## src/rtl/mesi_isc_pkg.sv

```systemverilog
// Shared definitions for the MESI main-bus master and its request FIFO.
// Provides main-bus command encodings, default bus widths, the master FSM
// state type and a legality check for CPU-requested commands.
package mesi_isc_pkg;

    localparam int unsigned MbusCmdWidth  = 3;
    localparam int unsigned MbusAddrWidth = 32;

    localparam logic [MbusCmdWidth-1:0] MbusCmdNop     = 3'd0;
    localparam logic [MbusCmdWidth-1:0] MbusCmdWr      = 3'd1;
    localparam logic [MbusCmdWidth-1:0] MbusCmdRd      = 3'd2;
    localparam logic [MbusCmdWidth-1:0] MbusCmdWrBroad = 3'd3;
    localparam logic [MbusCmdWidth-1:0] MbusCmdRdBroad = 3'd4;

    typedef enum logic [1:0] {
        StIdle  = 2'd0,
        StIssue = 2'd1,
        StGap   = 2'd2
    } mbus_state_e;

    // NOP and the unused codes 5-7 are never queued.
    function automatic logic is_legal_cmd(input logic [MbusCmdWidth-1:0] cmd);
        return (cmd == MbusCmdWr) || (cmd == MbusCmdRd) ||
               (cmd == MbusCmdWrBroad) || (cmd == MbusCmdRdBroad);
    endfunction

endpackage

```

## src/rtl/mesi_mbus_req_fifo.sv

```systemverilog
// Request queue for the main-bus master.
// Ports:
//   clk, rst   - clock and asynchronous active-high reset
//   push_i     - write data_i (ignored when full, even if popping)
//   data_i     - {cmd, addr} entry to enqueue
//   pop_i      - drop the head entry (ignored when empty)
//   data_o     - head entry
//   full_o     - DEPTH entries held
//   count_o    - occupancy, 0..DEPTH
module mesi_mbus_req_fifo #(
    parameter int unsigned DEPTH = 4,
    parameter int unsigned WIDTH = 35
) (
    input  logic                       clk,
    input  logic                       rst,
    input  logic                       push_i,
    input  logic [WIDTH-1:0]           data_i,
    input  logic                       pop_i,
    output logic [WIDTH-1:0]           data_o,
    output logic                       full_o,
    output logic [$clog2(DEPTH):0]     count_o
);

    localparam int unsigned PtrW = $clog2(DEPTH);
    localparam int unsigned CntW = PtrW + 1;

    logic [WIDTH-1:0] mem_q [DEPTH];
    logic [PtrW-1:0]  wr_ptr_q, wr_ptr_d;
    logic [PtrW-1:0]  rd_ptr_q, rd_ptr_d;
    logic [CntW-1:0]  count_q, count_d;
    logic             do_push, do_pop;

    assign full_o  = (count_q == CntW'(DEPTH));
    assign count_o = count_q;
    assign data_o  = mem_q[rd_ptr_q];

    assign do_push = push_i && !full_o;
    assign do_pop  = pop_i && (count_q != '0);

    // DEPTH is a power of two, so pointer overflow is the modulo wrap.
    always_comb begin
        wr_ptr_d = wr_ptr_q;
        rd_ptr_d = rd_ptr_q;
        count_d  = count_q;
        if (do_push) begin
            wr_ptr_d = wr_ptr_q + 1'b1;
        end
        if (do_pop) begin
            rd_ptr_d = rd_ptr_q + 1'b1;
        end
        if (do_push && !do_pop) begin
            count_d = count_q + 1'b1;
        end else if (do_pop && !do_push) begin
            count_d = count_q - 1'b1;
        end
    end

    always_ff @(posedge clk or posedge rst) begin
        if (rst) begin
            wr_ptr_q <= '0;
            rd_ptr_q <= '0;
            count_q  <= '0;
        end else begin
            wr_ptr_q <= wr_ptr_d;
            rd_ptr_q <= rd_ptr_d;
            count_q  <= count_d;
        end
    end

    // Storage needs no reset: entries are only read once counted valid.
    always_ff @(posedge clk) begin
        if (do_push) begin
            mem_q[wr_ptr_q] <= data_i;
        end
    end

endmodule

```

## src/rtl/mesi_mbus_master.sv

```systemverilog
// Main-bus master: queues CPU requests and issues them one at a time to the
// coherence controller, holding each command until acknowledged.
// Ports:
//   clk, rst                 - clock and asynchronous active-high reset
//   req_valid_i/req_ready_o  - CPU request handshake (ready = queue not full)
//   req_cmd_i, req_addr_i    - requested main-bus command and address
//   mbus_cmd_o, mbus_addr_o  - registered command/address to the controller
//   mbus_ack_i               - acknowledge from the controller
//   cpu_busy_o               - queue non-empty or transaction in flight
//   done_o                   - pulse per completed transaction
//   err_illegal_o            - pulse, illegal request dropped
//   err_spurious_o           - pulse, ack with nothing outstanding
//   timeout_o                - sticky, an ack wait reached TIMEOUT_CYCLES
module mesi_mbus_master
    import mesi_isc_pkg::*;
#(
    parameter int unsigned ADDR_WIDTH     = mesi_isc_pkg::MbusAddrWidth,
    parameter int unsigned CMD_WIDTH      = mesi_isc_pkg::MbusCmdWidth,
    parameter int unsigned FIFO_DEPTH     = 4,
    parameter int unsigned TIMEOUT_CYCLES = 255
) (
    input  logic                  clk,
    input  logic                  rst,
    input  logic                  req_valid_i,
    output logic                  req_ready_o,
    input  logic [CMD_WIDTH-1:0]  req_cmd_i,
    input  logic [ADDR_WIDTH-1:0] req_addr_i,
    output logic [CMD_WIDTH-1:0]  mbus_cmd_o,
    output logic [ADDR_WIDTH-1:0] mbus_addr_o,
    input  logic                  mbus_ack_i,
    output logic                  cpu_busy_o,
    output logic                  done_o,
    output logic                  err_illegal_o,
    output logic                  err_spurious_o,
    output logic                  timeout_o
);

    localparam int unsigned EntryW = CMD_WIDTH + ADDR_WIDTH;
    localparam int unsigned WaitW  = $clog2(TIMEOUT_CYCLES + 1);
    localparam logic [WaitW-1:0] WaitMax = WaitW'(TIMEOUT_CYCLES);

    mbus_state_e state_q, state_d;
    logic [CMD_WIDTH-1:0]  cmd_q, cmd_d;
    logic [ADDR_WIDTH-1:0] addr_q, addr_d;
    logic [WaitW-1:0]      wait_q, wait_d;
    logic done_q, done_d;
    logic illegal_q, illegal_d;
    logic spurious_q, spurious_d;
    logic timeout_q, timeout_d;

    logic                     cmd_legal;
    logic                     fifo_push, fifo_pop, fifo_full, fifo_empty;
    logic [EntryW-1:0]        fifo_head;
    logic [$clog2(FIFO_DEPTH):0] fifo_count;
    logic [CMD_WIDTH-1:0]     head_cmd;
    logic [ADDR_WIDTH-1:0]    head_addr;

    assign cmd_legal   = is_legal_cmd(req_cmd_i);
    assign req_ready_o = !fifo_full;
    assign fifo_push   = req_valid_i && req_ready_o && cmd_legal;
    assign fifo_empty  = (fifo_count == '0);
    assign {head_cmd, head_addr} = fifo_head;

    mesi_mbus_req_fifo #(
        .DEPTH (FIFO_DEPTH),
        .WIDTH (EntryW)
    ) u_req_fifo (
        .clk     (clk),
        .rst     (rst),
        .push_i  (fifo_push),
        .data_i  ({req_cmd_i, req_addr_i}),
        .pop_i   (fifo_pop),
        .data_o  (fifo_head),
        .full_o  (fifo_full),
        .count_o (fifo_count)
    );

    always_comb begin
        state_d    = state_q;
        cmd_d      = cmd_q;
        addr_d     = addr_q;
        wait_d     = wait_q;
        timeout_d  = timeout_q;
        done_d     = 1'b0;
        spurious_d = 1'b0;
        fifo_pop   = 1'b0;
        illegal_d  = req_valid_i && req_ready_o && !cmd_legal;

        unique case (state_q)
            StIdle, StGap: begin
                spurious_d = mbus_ack_i;
                if (!fifo_empty) begin
                    state_d = StIssue;
                    cmd_d   = head_cmd;
                    addr_d  = head_addr;
                    wait_d  = '0;
                end else begin
                    state_d = StIdle;
                end
            end
            StIssue: begin
                if (wait_q != WaitMax) begin
                    wait_d = wait_q + 1'b1;
                end
                if (wait_d == WaitMax) begin
                    timeout_d = 1'b1;
                end
                if (mbus_ack_i) begin
                    fifo_pop = 1'b1;
                    done_d   = 1'b1;
                    cmd_d    = CMD_WIDTH'(MbusCmdNop);
                    addr_d   = '0;
                    state_d  = StGap;
                end
            end
            default: begin
                state_d = StIdle;
                cmd_d   = CMD_WIDTH'(MbusCmdNop);
                addr_d  = '0;
            end
        endcase
    end

    always_ff @(posedge clk or posedge rst) begin
        if (rst) begin
            state_q    <= StIdle;
            cmd_q      <= CMD_WIDTH'(MbusCmdNop);
            addr_q     <= '0;
            wait_q     <= '0;
            done_q     <= 1'b0;
            illegal_q  <= 1'b0;
            spurious_q <= 1'b0;
            timeout_q  <= 1'b0;
        end else begin
            state_q    <= state_d;
            cmd_q      <= cmd_d;
            addr_q     <= addr_d;
            wait_q     <= wait_d;
            done_q     <= done_d;
            illegal_q  <= illegal_d;
            spurious_q <= spurious_d;
            timeout_q  <= timeout_d;
        end
    end

    assign mbus_cmd_o     = cmd_q;
    assign mbus_addr_o    = addr_q;
    assign done_o         = done_q;
    assign err_illegal_o  = illegal_q;
    assign err_spurious_o = spurious_q;
    assign timeout_o      = timeout_q;
    assign cpu_busy_o     = !fifo_empty || (state_q != StIdle);

endmodule

```

## config.mk

```make
export PLATFORM = sky130hd
export DESIGN_NAME = mesi_mbus_master
export DESIGN_NICKNAME = d
export VERILOG_FILES = /design/src/rtl/mesi_isc_pkg.sv /design/src/rtl/mesi_mbus_req_fifo.sv /design/src/rtl/mesi_mbus_master.sv
export SDC_FILE = /design/constraint.sdc
export NUM_CORES = 1
export LEC_CHECK = 0
export ABC_AREA = 1
export CAP_MARGIN = 20
export CORE_MARGIN = 2
export CORE_UTILIZATION = 30
export CTS_BUF_LIST = sky130_fd_sc_hd__clkbuf_8
export DETAILED_ROUTE_END_ITERATION = 8
export HOLD_SLACK_MARGIN = 0.12
export PLACE_DENSITY = 0.6
export SKIP_CTS_REPAIR_TIMING = 1
export SLEW_MARGIN = 20
export SYNTH_ARGS = -nofsm -noshare
export SYNTH_HDL_FRONTEND = slang
export SYNTH_SLANG_ARGS = --single-unit
```

## constraint.sdc

```tcl
create_clock -name clk -period 2.5 [get_ports clk]
set_input_delay 0.75 -clock clk [delete_from_list [all_inputs] [get_ports clk]]
set_output_delay 0.75 -clock clk [all_outputs]
set_load 0.02 [all_outputs]
```

==> flow_metrics.env, run 1 <==
export IMPL_core_area_sq_mm=0.0253
export IMPL_synthCells=642
export IMPL_finClkSkew_ns=0.0131
export IMPL_die_h_um=165
export IMPL_grt_start_max_net_pins=72
export IMPL_critPathMaxFanout=2
export IMPL_synth_top_cell_area_share_pct=54.0
export IMPL_status="complete, no violations"
export IMPL_peakVddDrop_mv=0.545
export IMPL_numCtsBuffers=17
export IMPL_path_cells="clkdlybuf4s50_1"
export IMPL_dieWidth_um=165
export IMPL_start_util_pct=30.8
export IMPL_synth_edf_count=140
export IMPL_fmax_mhz=452
export IMPL_drt_iter0_markers=331
export IMPL_fill_cells=2411
export IMPL_powerDensity_mw_per_mm2=1070
export IMPL_synth_seq_cells=196
export IMPL_cts_root_buf="clkbuf_8"
export IMPL_syn_num_nets=688
export IMPL_synth_area_leader_cell="edfxtp_1"
export IMPL_htree_levels=4
export IMPL_overflow=0
export IMPL_cp_arrival_ns=1.46
export IMPL_worst_path_buf_inv=1
export IMPL_cap_violations=0
export IMPL_path_class="flip-flop to output port"
export IMPL_antenna_found_initial=1
export IMPL_detail_route_antenna_nets=0
export IMPL_min_period_ns=2.21
export IMPL_hold_path_depth=2
export IMPL_finalHoldViolCount=0
export IMPL_rsz0062_at_grt="false"
export IMPL_cts_clk_slew_worst_paths_ns=0.10
export IMPL_nets=780
export IMPL_p_leak_uw=0.00354
export IMPL_async_reset_ff_share_pct=28.6
export IMPL_finalPower_uw=10200
export IMPL_max_stage_delay_ns=0.61
export IMPL_netlist_area_sq_mm=0.00779
export IMPL_slew_violations=0
export IMPL_cts_num_sinks=196
export IMPL_dr_pass1_iters=4
export IMPL_cts_path_max_buffers=2
export IMPL_clk_latency_ns=0.46
export IMPL_grt_pass1_vias=4903
export IMPL_cp_num_cells=1
export IMPL_grt_usage_pct=13.4
export IMPL_num_vias=4954
export IMPL_io_buffers=79
export IMPL_synth_cell_type_count=32
export IMPL_layout_drive_gt1_share_pct=11.2
export IMPL_rr_worst_depth=7
export IMPL_ios=80
export IMPL_cp_data_required_time_ns=1.75
export IMPL_finish_utilization_pct=37.6
export IMPL_dieArea_sq_mm=0.0273
export IMPL_wl_per_cell_um=16.1
export IMPL_gp_congestion=0.744
export IMPL_hold_class="flip-flop to flip-flop"
export IMPL_worst_hold_slack_ns=0.472
export IMPL_timing_slew_headroom_pct=50.7
export IMPL_num_antenna_cells=0
export IMPL_grt_first_pass_wirelength_um=27300
export IMPL_cp_start_kind="flip-flop"
export IMPL_yosysSeqAreaShare_pct=72.0
export IMPL_post_route_drc_count=0
export IMPL_syn_to_final_growth_pct=22.2
export IMPL_period_share_pct=88.5
export IMPL_worst_pin_slew_ns=0.740
export IMPL_wirelength_um=17400
export IMPL_avgSynthCellArea_sq_um=12.1
export IMPL_viasPerCell=4.60
export IMPL_setup_viol=0
export IMPL_crit_family="buffers and inverters"
export IMPL_slowest_stage="clkdlybuf4s50_1"
export IMPL_tritoncts="done"
export IMPL_yosys_warnings=0
export IMPL_hpwl_um=10600
export IMPL_ys_top_cells_by_area="edfxtp_1 (54%), dfrtp_1 (18%), nand2_1 (5.3%), nor2_1 (4.4%), o21ai_0 (3.9%)"
export IMPL_end_kind="output port"
export IMPL_rows=58
export IMPL_synth_ff_type="edfxtp_1"
==> registers in the layout, indices dropped and copies added (netlist names) <==
register	count
u_req_fifo.count_o	3
state_q	2
timeout_o	1
u_req_fifo.mem_q	140
mbus_cmd_o	3
done_o	1
u_req_fifo.wr_ptr_q	2
wait_q	8
mbus_addr_o	32
err_illegal_o	1
u_req_fifo.rd_ptr_q	2
err_spurious_o	1
==> logic make-up after synthesis <==
logic type / synth area share (%)
simple gates: 13.9
flops: 72.0
compound gates: 8.37
buf+inv: 3.65
fa+ha+maj: 1.22
xor+xnor: 0.771
mux: 0.145
==> per-stage QoR <==
step / setup slack, ns / cell area (sq um) / instances / setup TNS [ns]
after CTS: -0.0338 / 9490 / 1076 / -0.0346
after global placement: -0.155 / 9120 / 1044 / -0.279
after global routing: 0.117 / 9520 / 1077 / 0
after floorplan: -0.0595 / 7800 / 642 / -8.33
after detailed placement: -0.168 / 9120 / 1044 / -0.328
final: 0.288 / 9520 / 1077 / 0
==> layout by cell type (no fill, tap or decap), types with 3 or more instances in the layout <==
cell type,count
o21ai_0,61
xor2_1,3
inv_1,21
ha_1,6
nor2_4,7
clkbuf_8,17
inv_8,6
buf_4,19
inv_6,5
edfxtp_1,140
nor2_1,87
buf_12,7
inv_2,5
nand2_1,108
o21ai_1,13
clkdlybuf4s50_1,77
o22ai_1,39
dfrtp_1,55
nand2_2,6
nand3_1,43
==> final cells by class <==
type	instances	area, sq um	area share [%]
Tap cell	330	413	4.34
Multi-Input combinational cell	387	1930	20.3
Inverter	26	97.6	1.02
Clock inverter	15	133	1.39
Clock buffer	17	234	2.46
Sequential cell	196	5610	58.9
Timing Repair Buffer	106	1110	11.6
==> power by group <==
group	internal, uW	switching [uW]
combinational	1430	2470
clock	738	1220
sequential	4100	268
total	6260	3960
==> synthesized netlist by cell type (4+ instances only) <==
master / count
edfxtp_1: 140
nand2_1: 109
o22ai_1: 39
dfrtp_1: 56
ha_1: 6
o21ai_0: 61
inv_2: 4
o21ai_1: 13
nand3_1: 43
nand2_2: 5
clkbuf_1: 8
buf_4: 4
buf_2: 14
buf_6: 4
inv_1: 21
nor2_1: 91
==> routing by layer <==
metal  vias to the layer above  global-route usage (%)  wire (um)
met4                         2                    3.56        151
met3                        13                    3.40        670
met2                        89                    21.5       8050
li1                       2426                       -          -
met5                         -                       0         13
met1                      2424                    18.2       8490
==> worst min-delay path, stage by stage (launching register included) <==
cell     delay, ns
dfrtp_1       0.35
inv_1         0.04
nand2_1       0.05
==> final timing paths <==
kind,from,end,slack (ns)
worst max register to register,state_q[0]$_DFFE_PP0P_,u_req_fifo.count_o[1]$_DFFE_PP0P_,0.49
worst min register to register,timeout_o$_DFFE_PP0P_,timeout_o$_DFFE_PP0P_,0.47
worst max-delay path,mbus_addr_o[3]$_DFFE_PP0P_,mbus_addr_o[3],0.29
worst min-delay path,timeout_o$_DFFE_PP0P_,timeout_o$_DFFE_PP0P_,0.47
min in group asynchronous,rst,wait_q[5]$_DFFE_PP0P_,0.66
max in group asynchronous,rst,mbus_addr_o[0]$_DFFE_PP0P_,1.54
(Power assumes the default switching activity.)
==> inputs of run 2 (changes only) <==
--- a/config.mk
+++ b/config.mk
@@ -6,13 +6,14 @@
 export NUM_CORES = 1
 export LEC_CHECK = 0
 export ABC_AREA = 1
+export ABC_CLOCK_PERIOD_IN_PS = 2180
 export CAP_MARGIN = 20
 export CORE_MARGIN = 2
 export CORE_UTILIZATION = 30
 export CTS_BUF_LIST = sky130_fd_sc_hd__clkbuf_8
 export DETAILED_ROUTE_END_ITERATION = 8
 export HOLD_SLACK_MARGIN = 0.12
-export PLACE_DENSITY = 0.6
+export PLACE_DENSITY = 0.46
 export SKIP_CTS_REPAIR_TIMING = 1
 export SLEW_MARGIN = 20
 export SYNTH_ARGS = -nofsm -noshare
==> constraint.sdc (replaced) <==
create_clock -name clk -period 2.18 [get_ports clk]
set_input_delay 0.654 -clock clk [delete_from_list [all_inputs] [get_ports clk]]
set_output_delay 0.654 -clock clk [all_outputs]
set_load 0.02 [all_outputs]
==> run 2 against run 1 <==
First-iteration DRC count is 30% higher; sequential power grew 15%; worst hold slack better by 0.0049 ns; highest routed layer is now met4.
==> flow_metrics.env, run 2 (synthesis gave the netlist of run 1 again) <==
export IMPL_finalPower_uw=11700
export IMPL_start_util_pct=30.8
export IMPL_finClkSkew_ns=0.0166
export IMPL_max_stage_delay_ns=0.62
export IMPL_cts_root_buf="clkbuf_8"
export IMPL_gp_congestion=0.748
export IMPL_antenna_found_initial=0
export IMPL_num_vias=5000
export IMPL_dieWidth_um=165
export IMPL_rsz0062_at_grt="false"
export IMPL_dr_pass1_iters=4
export IMPL_fill_cells=2402
export IMPL_setup_viol=0
export IMPL_regMostFlops="u_req_fifo.mem_q"
export IMPL_fmax_mhz=476
export IMPL_status="complete, no violations"
export IMPL_mostFrequentLayoutCells="edfxtp_1 (140), nand2_1 (107), nor2_1 (85)"
export IMPL_path_class="flip-flop to output port"
export IMPL_worst_hold_slack_ns=0.477
export IMPL_powerDensity_mw_per_mm2=1220
export IMPL_viasPerCell=4.62
export IMPL_ios=80
export IMPL_place_ws_ns=-0.548
export IMPL_p_leak_uw=0.00364
export IMPL_overflow=0
export IMPL_post_route_drc_count=0
export IMPL_cp_arrival_ns=1.45
export IMPL_worst_path_buf_inv=1
export IMPL_layout_commonest_cell="edfxtp_1"
export IMPL_multiInputGateArea_sq_mm=0.00195
export IMPL_grt_start_max_net_pins=72
export IMPL_critPathMaxFanout=2
export IMPL_crit_family="buffers and inverters"
export IMPL_drt_iter0_markers=431
export IMPL_end_kind="output port"
export IMPL_timing_slew_headroom_pct=53.4
export IMPL_clk_latency_ns=0.46
export IMPL_largest_reg_flops=140
export IMPL_wl_per_cell_um=16.5
export IMPL_grt_usage_pct=13.8
export IMPL_finish_utilization_pct=38.1
export IMPL_cp_data_required_time_ns=1.53
export IMPL_setup_slack_ns=0.0802
export IMPL_nets=786
export IMPL_min_period_ns=2.10
export IMPL_core_area_sq_mm=0.0253
export IMPL_dieArea_sq_mm=0.0273
export IMPL_htree_levels=4
export IMPL_rows=58
export IMPL_seq_area_sq_mm=0.00561
export IMPL_period_share_pct=96.3
export IMPL_syn_to_final_growth_pct=23.8
export IMPL_grt_pass1_vias=5139
export IMPL_grt_first_pass_wirelength_um=28300
export IMPL_layout_drive_gt1_share_pct=12.5
export IMPL_detail_route_antenna_nets=0
export IMPL_wirelength_um=17900
export IMPL_hold_class="flip-flop to flip-flop"
export IMPL_worst_pin_slew_ns=0.699
export IMPL_numCtsBuffers=17
export IMPL_slew_violations=0
export IMPL_cts_num_sinks=196
export IMPL_tritoncts="done"
export IMPL_cp_start_kind="flip-flop"
export IMPL_num_antenna_cells=0
export IMPL_path_cells="clkdlybuf4s50_1"
export IMPL_cts_clk_slew_worst_paths_ns=0.10
export IMPL_peakVddDrop_mv=0.595
export IMPL_finalHoldViolCount=0
export IMPL_io_buffers=79
export IMPL_die_h_um=165
export IMPL_hpwl_um=11400
export IMPL_slowest_stage="clkdlybuf4s50_1"
export IMPL_cap_violations=0
export IMPL_cts_path_max_buffers=2
## run 2: metal layers
metal / track usage (%) / wire (um) / share of wire, % / up-vias
li1: - / - / - / 2431
met3: 3.12 / 598 / 3.3 / 7
met4: 3.20 / 130 / 0.73 / 0
met1: 19.2 / 8940 / 50 / 2478
met2: 21.9 / 8230 / 46 / 84
met5: 0 / 0 / 0 / -
## run 2: tightest hold or removal path, stage by stage, from the launching register on
cell	delay, ns
dfrtp_1	0.35
inv_1	0.04
nand2_1	0.06
## run 2: layout make-up
cell class / instances / area share, %
inverter: 26 / 1.01
clock inverter: 15 / 1.23
tap: 330 / 4.28
timing repair buffer: 112 / 12.6
multi-input combinational: 387 / 20.3
sequential: 196 / 58.2
clock buffer: 17 / 2.43
## run 2: final timing paths
kind	start	to	slack [ns]	depth (start not counted)
max in group asynchronous	rst	u_req_fifo.rd_ptr_q[0]$_DFFE_PP0P_	1.29	3
worst max-delay path	mbus_addr_o[5]$_DFFE_PP0P_	mbus_addr_o[5]	0.08	1
worst min-delay path	timeout_o$_DFFE_PP0P_	timeout_o$_DFFE_PP0P_	0.48	2
min in group asynchronous	rst	wait_q[7]$_DFFE_PP0P_	0.57	3
worst max register to register	u_req_fifo.count_o[0]$_DFFE_PP0P_	u_req_fifo.count_o[1]$_DFFE_PP0P_	0.17	10
worst min register to register	timeout_o$_DFFE_PP0P_	timeout_o$_DFFE_PP0P_	0.48	2
## run 2: power by group
part / total, uW / leakage, uW / internal [uW] / switching (uW)
registers: 5020 / 0.00199 / 4700 / 319
logic: 4560 / 0.00147 / 1710 / 2850
clock network: 2160 / 0.000183 / 891 / 1270
## run 2: stage by stage
step	cells	setup TNS, ns	cell area (sq um)
after CTS	1083	-0.553	9600
after global routing	1083	0	9640
after detailed placement	1051	-37.39	9250
final	1083	0	9640
after floorplan	642	-39.73	7800
after global placement	1050	-35.83	9220
==> inputs of run 3 (changes only) <==
==> constraint.sdc (replaced) <==
create_clock -name clk -period 2.18 [get_ports clk]
set_input_delay 0.436 -clock clk [delete_from_list [all_inputs] [get_ports clk]]
set_output_delay 0.436 -clock clk [all_outputs]
set_load 0.02 [all_outputs]
==> run 3 against run 2 <==
Cell count about the same; setup slack improved by 0.079 ns; sequential power about the same; sequential cell count unchanged; critical path depth increased by 9; core utilization decreased by 0.13 points; die area unchanged; global-route usage increased by 0.31 points; routed wire length increased by 0.36%; clock skew increased by 0.0031 ns; maximum frequency increased by 3.9%; critical endpoint is now u_req_fifo.count_o[1]$_DFFE_PP0P_; largest cell class unchanged; highest routed layer unchanged.
==> flow_metrics.env, run 3 (synthesis gave the netlist of run 1 again) <==
export IMPL_status="complete, no violations"
export IMPL_cp_arrival_ns=2.39
export IMPL_clk_latency_ns=0.47
export IMPL_hold_class="input port to asynchronous set/reset pin"
export IMPL_grt_usage_pct=14.1
export IMPL_cts_num_sinks=196
export IMPL_fmax_mhz=495
export IMPL_dieWidth_um=165
export IMPL_mostFrequentLayoutCells="edfxtp_1 (140), nand2_1 (108), nor2_1 (87)"
export IMPL_layout_drive_gt1_share_pct=12.3
export IMPL_layout_commonest_cell="edfxtp_1"
export IMPL_peakVddDrop_mv=0.688
export IMPL_dp_cells=1052
export IMPL_dieArea_sq_mm=0.0273
export IMPL_grt_pass1_vias=5201
export IMPL_timing_slew_headroom_pct=64.6
export IMPL_cp_start_kind="flip-flop"
export IMPL_critPathMaxFanout=3
export IMPL_p_leak_uw=0.00356
export IMPL_period_share_pct=92.7
export IMPL_powerDensity_mw_per_mm2=1220
export IMPL_hpwl_um=11500
export IMPL_antenna_found_initial=0
export IMPL_finClkSkew_ns=0.0197
export IMPL_cts_clk_slew_worst_paths_ns=0.11
export IMPL_cap_violations=0
export IMPL_rsz0062_at_grt="false"
export IMPL_clockPowerShare_pct=18.6
export IMPL_path_class="flip-flop to flip-flop"
export IMPL_internal_power_uw=7220
export IMPL_core_area_sq_mm=0.0253
export IMPL_io_buffers=79
export IMPL_dr_pass1_iters=4
export IMPL_detail_route_antenna_nets=0
export IMPL_grt_start_max_net_pins=57
export IMPL_worst_pin_slew_ns=0.530
export IMPL_stdcell_count=1084
export IMPL_seqPwrFrac_pct=42.9
export IMPL_overflow=0
export IMPL_post_route_drc_count=0
export IMPL_slowest_stage="dfrtp_2"
export IMPL_finish_utilization_pct=37.9
export IMPL_nets=787
export IMPL_cp_data_required_time_ns=2.55
export IMPL_rows=58
export IMPL_ios=80
export IMPL_cts_root_buf="clkbuf_8"
export IMPL_power_switching_uw=4530
export IMPL_start_util_pct=30.8
export IMPL_wl_per_cell_um=16.6
export IMPL_cts_path_max_buffers=2
export IMPL_setup_viol=0
export IMPL_syn_to_final_growth_pct=23.4
export IMPL_p_comb_share_pct=38.5
export IMPL_max_stage_delay_ns=0.47
export IMPL_p_sw_share_pct=38.6
export IMPL_wirelength_um=18000
export IMPL_min_period_ns=2.02
export IMPL_path_cells="nor2_4 -> nand2_1 -> nand2_1 -> inv_1 -> nand2_1 -> inv_1 -> ha_1 -> inv_1 -> fa_1 -> mux2_2"
export IMPL_htree_levels=4
export IMPL_drt_iter0_markers=370
export IMPL_num_vias=4995
export IMPL_tritoncts="done"
export IMPL_end_kind="flip-flop"
export IMPL_largest_reg_flops=140
export IMPL_num_antenna_cells=0
export IMPL_viasPerCell=4.61
export IMPL_slew_violations=0
export IMPL_die_h_um=165
export IMPL_tns_ns=0
export IMPL_finalHoldViolCount=0
export IMPL_numCtsBuffers=17
export IMPL_gp_congestion=0.748
export IMPL_regMostFlops="u_req_fifo.mem_q"
export IMPL_grt_first_pass_wirelength_um=28800
run 3: cell count changes in the layout (fill, tap and decap cells not counted), moves of 2 or more:
cell,delta
inv_6,+3
buf_4,+2
inv_8,+3
clkinv_4,-2
nor2_1,+2
nor2_2,-2
dlymetal6s2s_1,-6
clkdlybuf4s50_1,+6
run 3: area by class of cell:
class	instances	area, sq um
Sequential cell	196	5610
Tap cell	330	413
Clock buffer	17	234
Timing Repair Buffer	113	1200
Clock inverter	15	123
Multi-Input combinational cell	387	1940
Fill cell	2418	15700
Inverter	26	97.6
run 3: worst paths after layout:
path / start / endpoint / slack [ns] / cells past startpoint
worst max-delay path: u_req_fifo.count_o[0]$_DFFE_PP0P_ / u_req_fifo.count_o[1]$_DFFE_PP0P_ / 0.16 / 10
worst min-delay path: rst / wait_q[6]$_DFFE_PP0P_ / 0.34 / 3
worst max register to register: u_req_fifo.count_o[0]$_DFFE_PP0P_ / u_req_fifo.count_o[1]$_DFFE_PP0P_ / 0.16 / 10
worst min register to register: timeout_o$_DFFE_PP0P_ / timeout_o$_DFFE_PP0P_ / 0.48 / 2
max in group asynchronous: rst / mbus_addr_o[0]$_DFFE_PP0P_ / 1.55 / 3
min in group clk: timeout_o$_DFFE_PP0P_ / timeout_o$_DFFE_PP0P_ / 0.48 / 2
run 3: metal layers:
metal	part of all wire [%]	vias up	wire length, um	GRT usage [%]
li1	-	2439	-	-
met1	49	2456	8810	20.0
met2	46	83	8310	22.1
met3	3.5	17	635	2.62
met4	1.2	0	212	3.99
met5	0	-	0	0
run 3: stage by stage:
stage	hold WS, ns	power [uW]	instance area [sq um]	setup WS, ns
2_1_floorplan	0.520	7910	7800	-0.126
3_3_place_gp	0.455	9620	9210	-0.264
3_5_place_dp	0.463	9740	9240	-0.290
4_1_cts	0.333	11900	9600	-0.0654
5_1_grt	0.364	12600	9610	0.0114
6_report	0.339	11700	9610	0.159
run 3: power by group through the flow:
stage	registers (uW)	logic, uW	clock network [uW]
2_1_floorplan	5370	2530	0
3_3_place_gp	5100	4520	0
3_5_place_dp	5120	4620	0
4_1_cts	5040	4640	2260
5_1_grt	5120	5110	2400
6_report	5040	4520	2180
run 3: worst max-delay path, delay by kind of cell (launching register included):
| family | cells | cell delay, ns |
|---|---|---|
| mux | 1 | 0.27 |
| buf+inv | 3 | 0.20 |
| flops | 1 | 0.47 |
| simple gates | 4 | 0.38 |
| fa+ha+maj | 2 | 0.58 |
